**src/rtl/regfile_arbiter_if.sv**
```systemverilog
// Bundle between the two register-file clients, the arbiter and the register file ports.
// slave = arbiter side, master = client/register-file side.
interface regfile_arbiter_if #(
   parameter int DW = 16,
   parameter int AW = 4
);
   logic          a_req;
   logic          b_req;
   logic          a_we;
   logic          b_we;
   logic [AW-1:0] a_addr;
   logic [AW-1:0] b_addr;
   logic [DW-1:0] a_wdata;
   logic [DW-1:0] b_wdata;
   logic          a_lock;
   logic          b_lock;
   logic          a_gnt;
   logic          b_gnt;
   logic          a_rvalid;
   logic          b_rvalid;
   logic [DW-1:0] rdata;
   logic [AW-1:0] rf_n1;
   logic [DW-1:0] rf_rd1;
   logic          rf_we;
   logic [AW-1:0] rf_wn;
   logic [DW-1:0] rf_wd;

   modport slave (
      input  a_req, b_req, a_we, b_we, a_addr, b_addr, a_wdata, b_wdata,
      input  a_lock, b_lock, rf_rd1,
      output a_gnt, b_gnt, a_rvalid, b_rvalid, rdata,
      output rf_n1, rf_we, rf_wn, rf_wd
   );

   modport master (
      output a_req, b_req, a_we, b_we, a_addr, b_addr, a_wdata, b_wdata,
      output a_lock, b_lock, rf_rd1,
      input  a_gnt, b_gnt, a_rvalid, b_rvalid, rdata,
      input  rf_n1, rf_we, rf_wn, rf_wd
   );
endinterface

```
**src/rtl/regfile_arbiter.sv**
```systemverilog
// Two-client round-robin arbiter in front of a 16x16 register file, with bounded lock bursts.
// Optional per-client grant counters when REGFILE_ARB_STATS_EN is defined.
module regfile_arbiter #(
   parameter int DW        = 16,
   parameter int AW        = 4,
   parameter int MAX_BURST = 4
) (
   input  logic                clk,
   input  logic                rst_n,
   regfile_arbiter_if.slave    bus
`ifdef REGFILE_ARB_STATS_EN
   ,
   output logic [7:0]          a_gnt_cnt,
   output logic [7:0]          b_gnt_cnt
`endif
);

   typedef enum logic {
      CL_A = 1'b0,
      CL_B = 1'b1
   } client_t;

   localparam logic [3:0] LP_MAX_BURST = 4'(MAX_BURST);

   client_t       r_last;
   client_t       w_last_nxt;
   client_t       w_gnt_cl;
   logic [3:0]    r_burst;
   logic [3:0]    w_burst_nxt;
   logic          w_keep;
   logic          w_gnt_a;
   logic          w_gnt_b;
   logic          w_any;
   logic          w_lock_sel;
   logic          w_we_sel;
   logic [AW-1:0] w_addr_sel;
   logic [DW-1:0] w_wdata_sel;
   logic          r_a_rvalid_p1;
   logic          r_b_rvalid_p1;
   logic [DW-1:0] r_rdata_p1;

   function automatic logic [3:0] sat_inc(input logic [3:0] v);
      return (v == 4'hF) ? v : v + 4'd1;
   endfunction

   // Grant decision; held at zero while reset is asserted so nothing reaches the file.
   always_comb begin
      w_gnt_a = 1'b0;
      w_gnt_b = 1'b0;
      w_keep  = ((r_last == CL_A) ? bus.a_lock : bus.b_lock) && (r_burst < LP_MAX_BURST);
      if (rst_n) begin
         if (bus.a_req && !bus.b_req) begin
            w_gnt_a = 1'b1;
         end else if (!bus.a_req && bus.b_req) begin
            w_gnt_b = 1'b1;
         end else if (bus.a_req && bus.b_req) begin
            if (r_last == CL_A) begin
               w_gnt_a = w_keep;
               w_gnt_b = !w_keep;
            end else begin
               w_gnt_b = w_keep;
               w_gnt_a = !w_keep;
            end
         end
      end
   end

   assign w_any       = w_gnt_a | w_gnt_b;
   assign w_gnt_cl    = w_gnt_b ? CL_B : CL_A;
   assign w_lock_sel  = w_gnt_b ? bus.b_lock  : bus.a_lock;
   assign w_we_sel    = w_gnt_b ? bus.b_we    : bus.a_we;
   assign w_addr_sel  = w_gnt_b ? bus.b_addr  : bus.a_addr;
   assign w_wdata_sel = w_gnt_b ? bus.b_wdata : bus.a_wdata;

   // An unlocked grant clears the burst so the next conflict alternates.
   always_comb begin
      w_last_nxt  = r_last;
      w_burst_nxt = r_burst;
      if (w_any) begin
         if (w_gnt_cl == r_last) begin
            w_burst_nxt = sat_inc(r_burst);
         end else begin
            w_last_nxt  = w_gnt_cl;
            w_burst_nxt = 4'd1;
         end
         if (!w_lock_sel) begin
            w_burst_nxt = 4'd0;
         end
      end
   end

   always_ff @(posedge clk or negedge rst_n) begin
      if (!rst_n) begin
         r_last  <= CL_B;
         r_burst <= 4'd0;
      end else begin
         r_last  <= w_last_nxt;
         r_burst <= w_burst_nxt;
      end
   end

   // Read data stage: capture the file's combinational output at the grant edge.
   always_ff @(posedge clk or negedge rst_n) begin
      if (!rst_n) begin
         r_a_rvalid_p1 <= 1'b0;
         r_b_rvalid_p1 <= 1'b0;
         r_rdata_p1    <= '0;
      end else begin
         r_a_rvalid_p1 <= w_gnt_a & ~bus.a_we;
         r_b_rvalid_p1 <= w_gnt_b & ~bus.b_we;
         if (w_any && !w_we_sel) begin
            r_rdata_p1 <= bus.rf_rd1;
         end
      end
   end

   assign bus.a_gnt    = w_gnt_a;
   assign bus.b_gnt    = w_gnt_b;
   assign bus.rf_n1    = w_addr_sel;
   assign bus.rf_wn    = w_addr_sel;
   assign bus.rf_wd    = w_wdata_sel;
   assign bus.rf_we    = w_any & w_we_sel;
   assign bus.a_rvalid = r_a_rvalid_p1;
   assign bus.b_rvalid = r_b_rvalid_p1;
   assign bus.rdata    = r_rdata_p1;

`ifdef REGFILE_ARB_STATS_EN
   logic [7:0] r_a_gnt_cnt;
   logic [7:0] r_b_gnt_cnt;

   always_ff @(posedge clk or negedge rst_n) begin
      if (!rst_n) begin
         r_a_gnt_cnt <= 8'd0;
         r_b_gnt_cnt <= 8'd0;
      end else begin
         if (w_gnt_a) r_a_gnt_cnt <= r_a_gnt_cnt + 8'd1;
         if (w_gnt_b) r_b_gnt_cnt <= r_b_gnt_cnt + 8'd1;
      end
   end

   assign a_gnt_cnt = r_a_gnt_cnt;
   assign b_gnt_cnt = r_b_gnt_cnt;
`endif

endmodule
```
**src/flat_wrapper.sv**
```systemverilog
// flat-port wrapper written by rule: the top's interface ports become plain ports
module regfile_arbiter_flat 
#(
   parameter int DW        = 16,
   parameter int AW        = 4,
   parameter int MAX_BURST = 4
)
  (clk, rst_n, bus_a_req, bus_b_req, bus_a_we, bus_b_we, bus_a_addr, bus_b_addr, bus_a_wdata, bus_b_wdata, bus_a_lock, bus_b_lock, bus_rf_rd1, bus_a_gnt, bus_b_gnt, bus_a_rvalid, bus_b_rvalid, bus_rdata, bus_rf_n1, bus_rf_we, bus_rf_wn, bus_rf_wd);
  regfile_arbiter_if #(.DW(DW), .AW(AW)) bus_i ();
  input  logic clk;
  input  logic rst_n;
  input wire logic [$bits(bus_i.a_req)-1:0] bus_a_req;
  input wire logic [$bits(bus_i.b_req)-1:0] bus_b_req;
  input wire logic [$bits(bus_i.a_we)-1:0] bus_a_we;
  input wire logic [$bits(bus_i.b_we)-1:0] bus_b_we;
  input wire logic [$bits(bus_i.a_addr)-1:0] bus_a_addr;
  input wire logic [$bits(bus_i.b_addr)-1:0] bus_b_addr;
  input wire logic [$bits(bus_i.a_wdata)-1:0] bus_a_wdata;
  input wire logic [$bits(bus_i.b_wdata)-1:0] bus_b_wdata;
  input wire logic [$bits(bus_i.a_lock)-1:0] bus_a_lock;
  input wire logic [$bits(bus_i.b_lock)-1:0] bus_b_lock;
  input wire logic [$bits(bus_i.rf_rd1)-1:0] bus_rf_rd1;
  output wire logic [$bits(bus_i.a_gnt)-1:0] bus_a_gnt;
  output wire logic [$bits(bus_i.b_gnt)-1:0] bus_b_gnt;
  output wire logic [$bits(bus_i.a_rvalid)-1:0] bus_a_rvalid;
  output wire logic [$bits(bus_i.b_rvalid)-1:0] bus_b_rvalid;
  output wire logic [$bits(bus_i.rdata)-1:0] bus_rdata;
  output wire logic [$bits(bus_i.rf_n1)-1:0] bus_rf_n1;
  output wire logic [$bits(bus_i.rf_we)-1:0] bus_rf_we;
  output wire logic [$bits(bus_i.rf_wn)-1:0] bus_rf_wn;
  output wire logic [$bits(bus_i.rf_wd)-1:0] bus_rf_wd;
  assign bus_i.a_req = bus_a_req;
  assign bus_i.b_req = bus_b_req;
  assign bus_i.a_we = bus_a_we;
  assign bus_i.b_we = bus_b_we;
  assign bus_i.a_addr = bus_a_addr;
  assign bus_i.b_addr = bus_b_addr;
  assign bus_i.a_wdata = bus_a_wdata;
  assign bus_i.b_wdata = bus_b_wdata;
  assign bus_i.a_lock = bus_a_lock;
  assign bus_i.b_lock = bus_b_lock;
  assign bus_i.rf_rd1 = bus_rf_rd1;
  assign bus_a_gnt = bus_i.a_gnt;
  assign bus_b_gnt = bus_i.b_gnt;
  assign bus_a_rvalid = bus_i.a_rvalid;
  assign bus_b_rvalid = bus_i.b_rvalid;
  assign bus_rdata = bus_i.rdata;
  assign bus_rf_n1 = bus_i.rf_n1;
  assign bus_rf_we = bus_i.rf_we;
  assign bus_rf_wn = bus_i.rf_wn;
  assign bus_rf_wd = bus_i.rf_wd;
  regfile_arbiter #(.DW(DW), .AW(AW), .MAX_BURST(MAX_BURST)) u_core (.clk(clk), .rst_n(rst_n), .bus(bus_i));
endmodule
```
**config.mk**
```make
export PLATFORM = sky130hd
export DESIGN_NAME = regfile_arbiter_flat
export DESIGN_NICKNAME = d
export VERILOG_FILES = /design/src/rtl/regfile_arbiter_if.sv /design/src/rtl/regfile_arbiter.sv /design/src/flat_wrapper.sv
export SDC_FILE = /design/constraint.sdc
export NUM_CORES = 1
export LEC_CHECK = 0
export ABC_CLOCK_PERIOD_IN_PS = 6570
export CORE_ASPECT_RATIO = 1.25
export CORE_UTILIZATION = 37
export DETAILED_ROUTE_END_ITERATION = 7
export PLACE_DENSITY = 0.86
export SYNTH_ARGS = -nofsm -noshare
export SYNTH_HDL_FRONTEND = slang
export SYNTH_SLANG_ARGS = --single-unit
```
**constraint.sdc**
```tcl
create_clock -name clk -period 6.57 [get_ports clk]
set_input_delay 0.9855 -clock clk [delete_from_list [all_inputs] [get_ports clk]]
set_output_delay 0.9855 -clock clk [all_outputs]
set_load 0.01 [all_outputs]
```
---- After elaboration in Yosys (flattened, before gate mapping) ----
Cells that the tools add are included.
word-level totals
  register bits ........................... 23
  word-level logic and storage cells ...... 47
  output and inout port bits .............. 45
  input port bits ......................... 64
operators by class
  add/subtract/negate cells ............... 1
  magnitude comparators ................... 1
  equality and inequality tests ........... 3
  bitwise logic cells ..................... 7
  muxes and demuxes ....................... 19
  reduce and logical (&&, ||, !) cells .... 11
operators by type and width
  cell                 count
  $mux 16              1
  $mux 4               4
  $mux 1               14
  $logic_and 1x1->1    5
  $add 4x1->4 const B  1
  $eq 4x4->1 const B   1
  $logic_not 1->1      4
  $lt 4x3->1 const B   1
  $reduce_and 2->1     2
  $and 1x1->1          3
  $ne 3x3->1 const B   1
  $not 1->1            3
  $eq 1x1->1           1
  $or 1x1->1           1

---- Logic depth before layout (Yosys ltp) ----
Gate-level depths: netlist (run 1).
  depth after elaboration ................. 12
  mapped depth ............................ 6

---- Least setup slack after synthesis (run 1) ----
Ideal clock, no wire load.
  path kind ............................... input to output
  start point ............................. input bus_b_lock
  end point ............................... output bus_rf_wn[0]
  data arrival time ....................... 2608 ps
  path buffers ............................ 2
  data required time ...................... 5584 ps
  path slack .............................. 2977 ps
  stages .................................. 5
  path through ............................ or3b_4 -> a221oi_4 -> buf_4 -> mux2_2 -> buf_4
between the ends
  longest elaborated chain between the ends .. 9
ends and longest elaborated chain
  item                   line                   RTL
  from (decl)            flat_wrapper.sv:21     input wire logic [$bits(bus_i.b_lock)-1:0] bus_b_lock;
  $mux 1 (*)             regfile_arbiter.sv:50  w_keep = ((r_last == CL_A) ? bus.a_lock : bus.b_lock) && (r_burst < LP_MAX_BURST);
  $logic_and 1x1->1 (*)  regfile_arbiter.sv:50
  $logic_not 1->1        regfile_arbiter.sv:59  w_gnt_b = !w_keep;
  $mux 1 (*)             regfile_arbiter.sv:57  if (r_last == CL_A) begin
  $mux 1 (*)             regfile_arbiter.sv:56  end else if (bus.a_req && bus.b_req) begin
  $mux 1 (*)             regfile_arbiter.sv:54  end else if (!bus.a_req && bus.b_req) begin
  $mux 1 (*)             regfile_arbiter.sv:52  if (bus.a_req && !bus.b_req) begin
  $mux 1 (*)             regfile_arbiter.sv:51  if (rst_n) begin
  $mux 4 (*)             regfile_arbiter.sv:72  assign w_addr_sel = w_gnt_b ? bus.b_addr : bus.a_addr;
  to (decl)              flat_wrapper.sv:30     output wire logic [$bits(bus_i.rf_wn)-1:0] bus_rf_wn;
Every way passes the cells marked *; elsewhere a longest branch is shown, timed or not.

---- Worst setup path after layout (run 1) ----
  start point ............................. input rst_n
  end point ............................... output bus_rf_wd[8]
between the ends
  longest elaborated chain between the ends .. 2
ends and longest elaborated chain
  item         line                   RTL
  from (decl)  flat_wrapper.sv:11     input logic rst_n;
  $mux 1       regfile_arbiter.sv:51
  $mux 16      regfile_arbiter.sv:73  assign w_wdata_sel = w_gnt_b ? bus.b_wdata : bus.a_wdata;
  to (decl)    flat_wrapper.sv:31     output wire logic [$bits(bus_i.rf_wd)-1:0] bus_rf_wd;
No other way between the ends.

==> flow_summary.toml, run 1 <==
[sta]
max_freq_mhz = 214.7
timing.final.hold_violations = 0
clock-skew-final_ns = 0.001874
timing.final.crit_share_pct = 70.88
slew_headroom_pct = 61.17
setup_viol = 0
finalMaxSlewViolations = 0
fin_crit_ns = 4.657
worst-slew-pin-transition_ns = 0.5816
rsz0062_at_grt = "false"
tns_ns = 0

[synthesis]
yosys-top-cells-area = "dfrtp_1, mux2_2, mux2_4"
synth_fp_nets = 186
synth_cell_type_count = 36
synth_common_cells = "mux2_2, dfrtp_1, mux2_4"
synthCells = 121
synth-simple-area-share_pct = 9.812
yosys.area.top_type = "dfrtp_1"
synth_ff_type = "dfrtp_1"
netlist_area_um2 = 1466
synth_top_family_by_area = "multiplexers"
synth.mux.area_fraction_pct = 30.89
synth_edf_count = 0
synth_seq_cells = 23
synthAdderAreaFrac_pct = 0.8532
synth_xor_area_share_pct = 0
ys_seq_area_share_pct = 39.33
async_flop_share_pct = 100.0
synth_top_area_share_pct = 37.54
yosysWarnings = 0
synth_compound_area_share_pct = 12.97
syn_avg_cell_area_um2 = 12.12
synth.most_common_cell = "mux2_2"

[floorplan]
io_pins = 109
dieArea_um2 = 4221
die_h_um = 72.39
core_um2 = 3785
die_w_um = 58.31
rows = 25
initial_core_util_pct = 38.74

[cells_and_area]
diodes = 0
num-nets-final = 292
layout-drive-gt1-share_pct = 21.68
area_growth_pct = 77.39
utilization_pct = 68.73
instances_no_fill = 280
fillers = 294

[power_and_ir_drop]
ir_drop_mv = 0.08165
p_per_area_nw_per_um2 = 207.3
leakage_nw = 1.045
totalPowerFinal_mw = 0.5392

[place]
port_buffers = 108
dp_hpwl_mm = 3.141
place.gp.congestion = 0.7559
dp_cells = 276

[setup_path]
ff2ff_setup_slack_ns = 3.83
arrival_ns = 3.67
cp_max_fo = 28
reg2reg_from = "u_core.r_burst[3]"
startpoint_type = "input port"
startpoint = "rst_n"
critical_path_class = "in -> out"
end_kind = "output port"
worstPathRequired_ns = 5.58

[routing]
postRouteAntennaNets = 0
routed-via-count = 1376
routed_wl_mm = 3.867
wl_per_cell_um = 13.81
drt_iter0_drc = 37
viasPerCell = 4.914
drt_pass1_iterations = 6
drc = 0

[hold_path]
min_path_type = "reg -> reg"
hp-start = "u_core.bus.rdata[0]"

[global_route]
antenna_found_initial = 0
grt_max_degree = 29
grt_util_all_layers_pct = 19.01
grt_first_pass_wirelength_mm = 6.417
overflow = 0
grt_pass1_vias = 1445

[cts]
clock-root-buffer = "clkbuf_8"
postCtsSetupRepairBufs = 0
cts-resized-gates = 0
clk_pin_slew_ns = 0.08
numCtsBuffers = 3
cts_hold_buf = 0
clk_latency_ns = 0.25
clkSinkCount = 23
cts_tree = "built"
htree_levels = 1
clock_path_buffers = 2

[flow_run]
drv_cap = 0

[status]
status = "finished, final reports clean"
==> placed cells by master (no fill, tap or decap), types with 2 or more instances in the layout <==
cell type | netlist | final
o21ai_0 | 3 | 3
nor4b_1 | 2 | 2
mux2_4 | 10 | 10
dfrtp_1 | 22 | 22
inv_1 | 4 | 4
nor2_1 | 7 | 7
a21oi_1 | 5 | 5
clkbuf_8 | 0 | 3
and2_1 | 2 | 2
clkdlybuf4s50_1 | 0 | 108
o21a_1 | 2 | 2
and3_1 | 2 | 2
o22ai_1 | 2 | 2
nand2_1 | 4 | 4
mux2_2 | 26 | 26
nand3_1 | 2 | 2
buf_4 | 6 | 2
==> power by group <==
part | leakage [nW] | internal (mW) | switching, mW | total (mW)
registers | 0.279 | 0.177 | 0.0238 | 0.201
clock network | 0.0255 | 0.0422 | 0.0415 | 0.0836
logic | 0.741 | 0.168 | 0.0873 | 0.255
total | 1.05 | 0.387 | 0.153 | 0.539
==> through the flow <==
step / hold slack (ns) / worst slack [ns] / area, um2
finish: 0.5088 / 1.913 / 2601
global route: 0.5185 / 1.693 / 2601
CTS: 0.5127 / 1.854 / 2601
detailed placement: 0.4937 / 1.859 / 2555
global placement: 0.4890 / 1.928 / 2555
floorplan: 0.4909 / 2.977 / 1466
==> routing by layer <==
metal / global-route usage (%) / share of wire (%) / vias to the layer above
li1: - / - / 652
met1: 22.15 / 40 / 640
met2: 34.99 / 50 / 84
met3: 4.991 / 9.9 / 0
met4: 3.175 / 0 / 0
met5: 0 / 0 / -
==> kinds of logic (layout without fill, tap and decap cells) <==
family | after synthesis | in the layout
buffers and inverters | 13 | 118
muxes | 37 | 37
DFF | 23 | 23
AOI/OAI and AO/OA | 21 | 21
adders and majority gates | 1 | 1
and+or+nand+nor | 26 | 26
==> registers in the layout (all words and copies together), names as in the netlist <==
name                 cells
u_core.r_last            1
u_core.bus.rdata        16
u_core.r_burst           4
u_core.bus.a_rvalid      1
u_core.bus.b_rvalid      1
==> path summary, 6_finish.rpt <==
check | depth (start not counted) | end
max in group asynchronous | 2 | u_core.r_last
min in group asynchronous | 2 | u_core.bus.rdata[9]
setup / recovery | 7 | bus_rf_wd[8]
setup reg to reg | 5 | u_core.bus.rdata[1]
hold / removal | 1 | u_core.bus.rdata[0]
hold reg to reg | 1 | u_core.bus.rdata[0]
==> layout make-up <==
type,count,area (um2),area share [%]
flip-flops and latches,23,576.8,22.17
clock buffers,3,41.29,1.587
repair buffers,110,1096,42.14
clock inverters,1,5.005,0.1924
inverters,4,15.01,0.5772
well taps,54,67.56,2.597
multi-input cells,85,799.5,30.74
==> critical path, cell delays in order <==
cell and delay (ns):
clkdlybuf4s50_1 0.46, buf_4 0.31, nand2_1 0.22, a221oi_4 0.49
buf_4 0.35, mux2_2 0.36, clkdlybuf4s50_1 0.49
No activity file was read; power rests on OpenSTA's default activity.
==> run 2, diff against run 1 <==
--- a/config.mk
+++ b/config.mk
@@ -5,11 +5,11 @@
 export SDC_FILE = /design/constraint.sdc
 export NUM_CORES = 1
 export LEC_CHECK = 0
-export ABC_CLOCK_PERIOD_IN_PS = 6570
+export ABC_CLOCK_PERIOD_IN_PS = 4200
 export CORE_ASPECT_RATIO = 1.25
-export CORE_UTILIZATION = 37
+export CORE_UTILIZATION = 31
 export DETAILED_ROUTE_END_ITERATION = 7
-export PLACE_DENSITY = 0.86
+export PLACE_DENSITY = 0.77
 export SYNTH_ARGS = -nofsm -noshare
 export SYNTH_HDL_FRONTEND = slang
 export SYNTH_SLANG_ARGS = --single-unit
==> constraint.sdc (replaced) <==
create_clock -name clk -period 4.2 [get_ports clk]
set_input_delay 0.63 -clock clk [delete_from_list [all_inputs] [get_ports clk]]
set_output_delay 0.63 -clock clk [all_outputs]
set_load 0.01 [all_outputs]
==> flow_summary.toml, run 2 (synthesized netlist as in run 1, its figures left out) <==
[floorplan]
io_pins = 109
die_h_um = 78.90
core_um2 = 4459
initial_core_util_pct = 32.88
dieArea_um2 = 5011
rows = 27
die_w_um = 63.52

[setup_path]
cp_max_fo = 26
ff2ff_setup_slack_ns = 1.75
startpoint = "bus_b_lock"
reg2reg_from = "u_core.r_burst[3]"
rr_endpoint = "u_core.bus.rdata[3]"
worstPathRequired_ns = 3.57
end_kind = "output port"
rr_worst_depth = 5
arrival_ns = 3.03
startpoint_type = "input port"
critical_path_class = "in -> out"

[hold_path]
hp-start = "u_core.bus.rdata[5]"
whs_endpoint = "u_core.bus.rdata[5]"
hold-path-cell-count = 1
min_path_type = "reg -> reg"

[cells_and_area]
final_cell_mix = "clkdlybuf4s50_1, mux2_2, dfrtp_1"
area_growth_pct = 77.73
largest_reg_flops = 16
layout_commonest_cell = "clkdlybuf4s50_1"
layout-drive-gt1-share_pct = 21.68
num-nets-final = 292
utilization_pct = 58.45
diodes = 0

[cts]
cts_tree = "built"
postCtsSetupRepairBufs = 0
clk_latency_ns = 0.26
clk_pin_slew_ns = 0.08
clkSinkCount = 23
numCtsBuffers = 3
cts-resized-gates = 0
cts_hold_buf = 0
clock_path_buffers = 2
htree_levels = 1
clock-root-buffer = "clkbuf_8"

[power_and_ir_drop]
clockPowerShare_pct = 15.9
sw_frac_of_total_pct = 29.03
ir_drop_mv = 0.1815
leakage_nw = 1.045
p_int_mw = 0.6048
power_frac_comb_pct = 46.8
net-switching-power_mw = 0.2474
seq_power_share_pct = 37.2
p_per_area_nw_per_um2 = 327.0

[routing]
drc = 0
wl_per_cell_um = 14.06
routed_wl_mm = 3.993
routed-via-count = 1389
viasPerCell = 4.891
drt_iter0_drc = 50
postRouteAntennaNets = 0
drt_pass1_iterations = 4

[sta]
clock-skew-final_ns = 0.001564
max_freq_mhz = 273.5
timing.final.hold_violations = 0
layout_setup_ws_ns = 0.5432
worst-slew-pin-transition_ns = 0.6173
rsz0062_at_grt = "false"
setup_viol = 0
tns_ns = 0
fin_crit_ns = 3.657
slew_headroom_pct = 58.78
timing.final.crit_share_pct = 87.07
finalMaxSlewViolations = 0

[place]
dp_slack_ns = 0.5161
place.gp.congestion = 0.8601
dp_hpwl_mm = 3.274
port_buffers = 108

[global_route]
antenna_found_initial = 0
grt_util_all_layers_pct = 16.38
overflow = 0
grt_first_pass_wirelength_mm = 6.472
grt_pass1_vias = 1429
grt_max_degree = 28

[status]
status = "finished, final reports clean"

[flow_run]
drv_cap = 0
==> run 2: cell counts in the layout (fill, tap and decap cells not counted) <==
No cell type changed its count.
==> run 2: stage by stage <==
| stage | cells | hold WS (ns) | cell area, um2 | power (mW) |
|---|---|---|---|---|
| global placement | 280 | 0.4888 | 2560 | 0.7158 |
| detailed placement | 280 | 0.4948 | 2560 | 0.7252 |
| finish | 284 | 0.5143 | 2606 | 0.8522 |
| CTS | 284 | 0.5147 | 2606 | 0.8609 |
| floorplan | 121 | 0.3344 | 1466 | 0.5028 |
| global route | 284 | 0.5258 | 2606 | 0.9031 |
==> run 2: worst max-delay path by stage <==
| stage | to | slack, ns |
|---|---|---|
| final | bus_rf_wd[8] | 0.54 |
| after global routing | bus_rf_we | 0.42 |
| after CTS | bus_rf_wd[8] | 0.52 |
| after detailed placement | bus_rf_wd[8] | 0.52 |
| after global placement | bus_rf_wd[8] | 0.53 |
| after floorplan | bus_rf_wn[0] | 1.32 |
==> run 2: area by class of cell <==
type	instances	area, um2
Clock buffer	3	41.29
Inverter	4	15.01
Fill cell	394	1853
Multi-Input combinational cell	85	799.5
Clock inverter	1	5.005
Timing Repair Buffer	110	1096
Sequential cell	23	576.8
Tap cell	58	72.57
==> run 2: power groups by stage <==
stage / combinational, mW / sequential [mW] / clock, mW
2_1_floorplan: 0.169 / 0.334 / 0
3_3_place_gp: 0.399 / 0.317 / 0
3_5_place_dp: 0.405 / 0.320 / 0
4_1_cts: 0.406 / 0.317 / 0.138
5_1_grt: 0.427 / 0.326 / 0.149
6_report: 0.399 / 0.317 / 0.136
==> run 2: metal layers <==
metal / vias up / routed length, um / track usage [%]
li1: 648 / - / -
met1: 654 / 1390 / 17.67
met2: 83 / 2180 / 30.85
met3: 4 / 393 / 4.598
met4: 0 / 29 / 4.091
met5: - / 0 / 0
==> run 2: worst max-delay path, stage by stage <==
cell and delay [ns]:
clkdlybuf4s50_1 0.47, or3b_4 0.42, a221oi_4 0.26, buf_4 0.34, mux2_2 0.40, clkdlybuf4s50_1 0.49
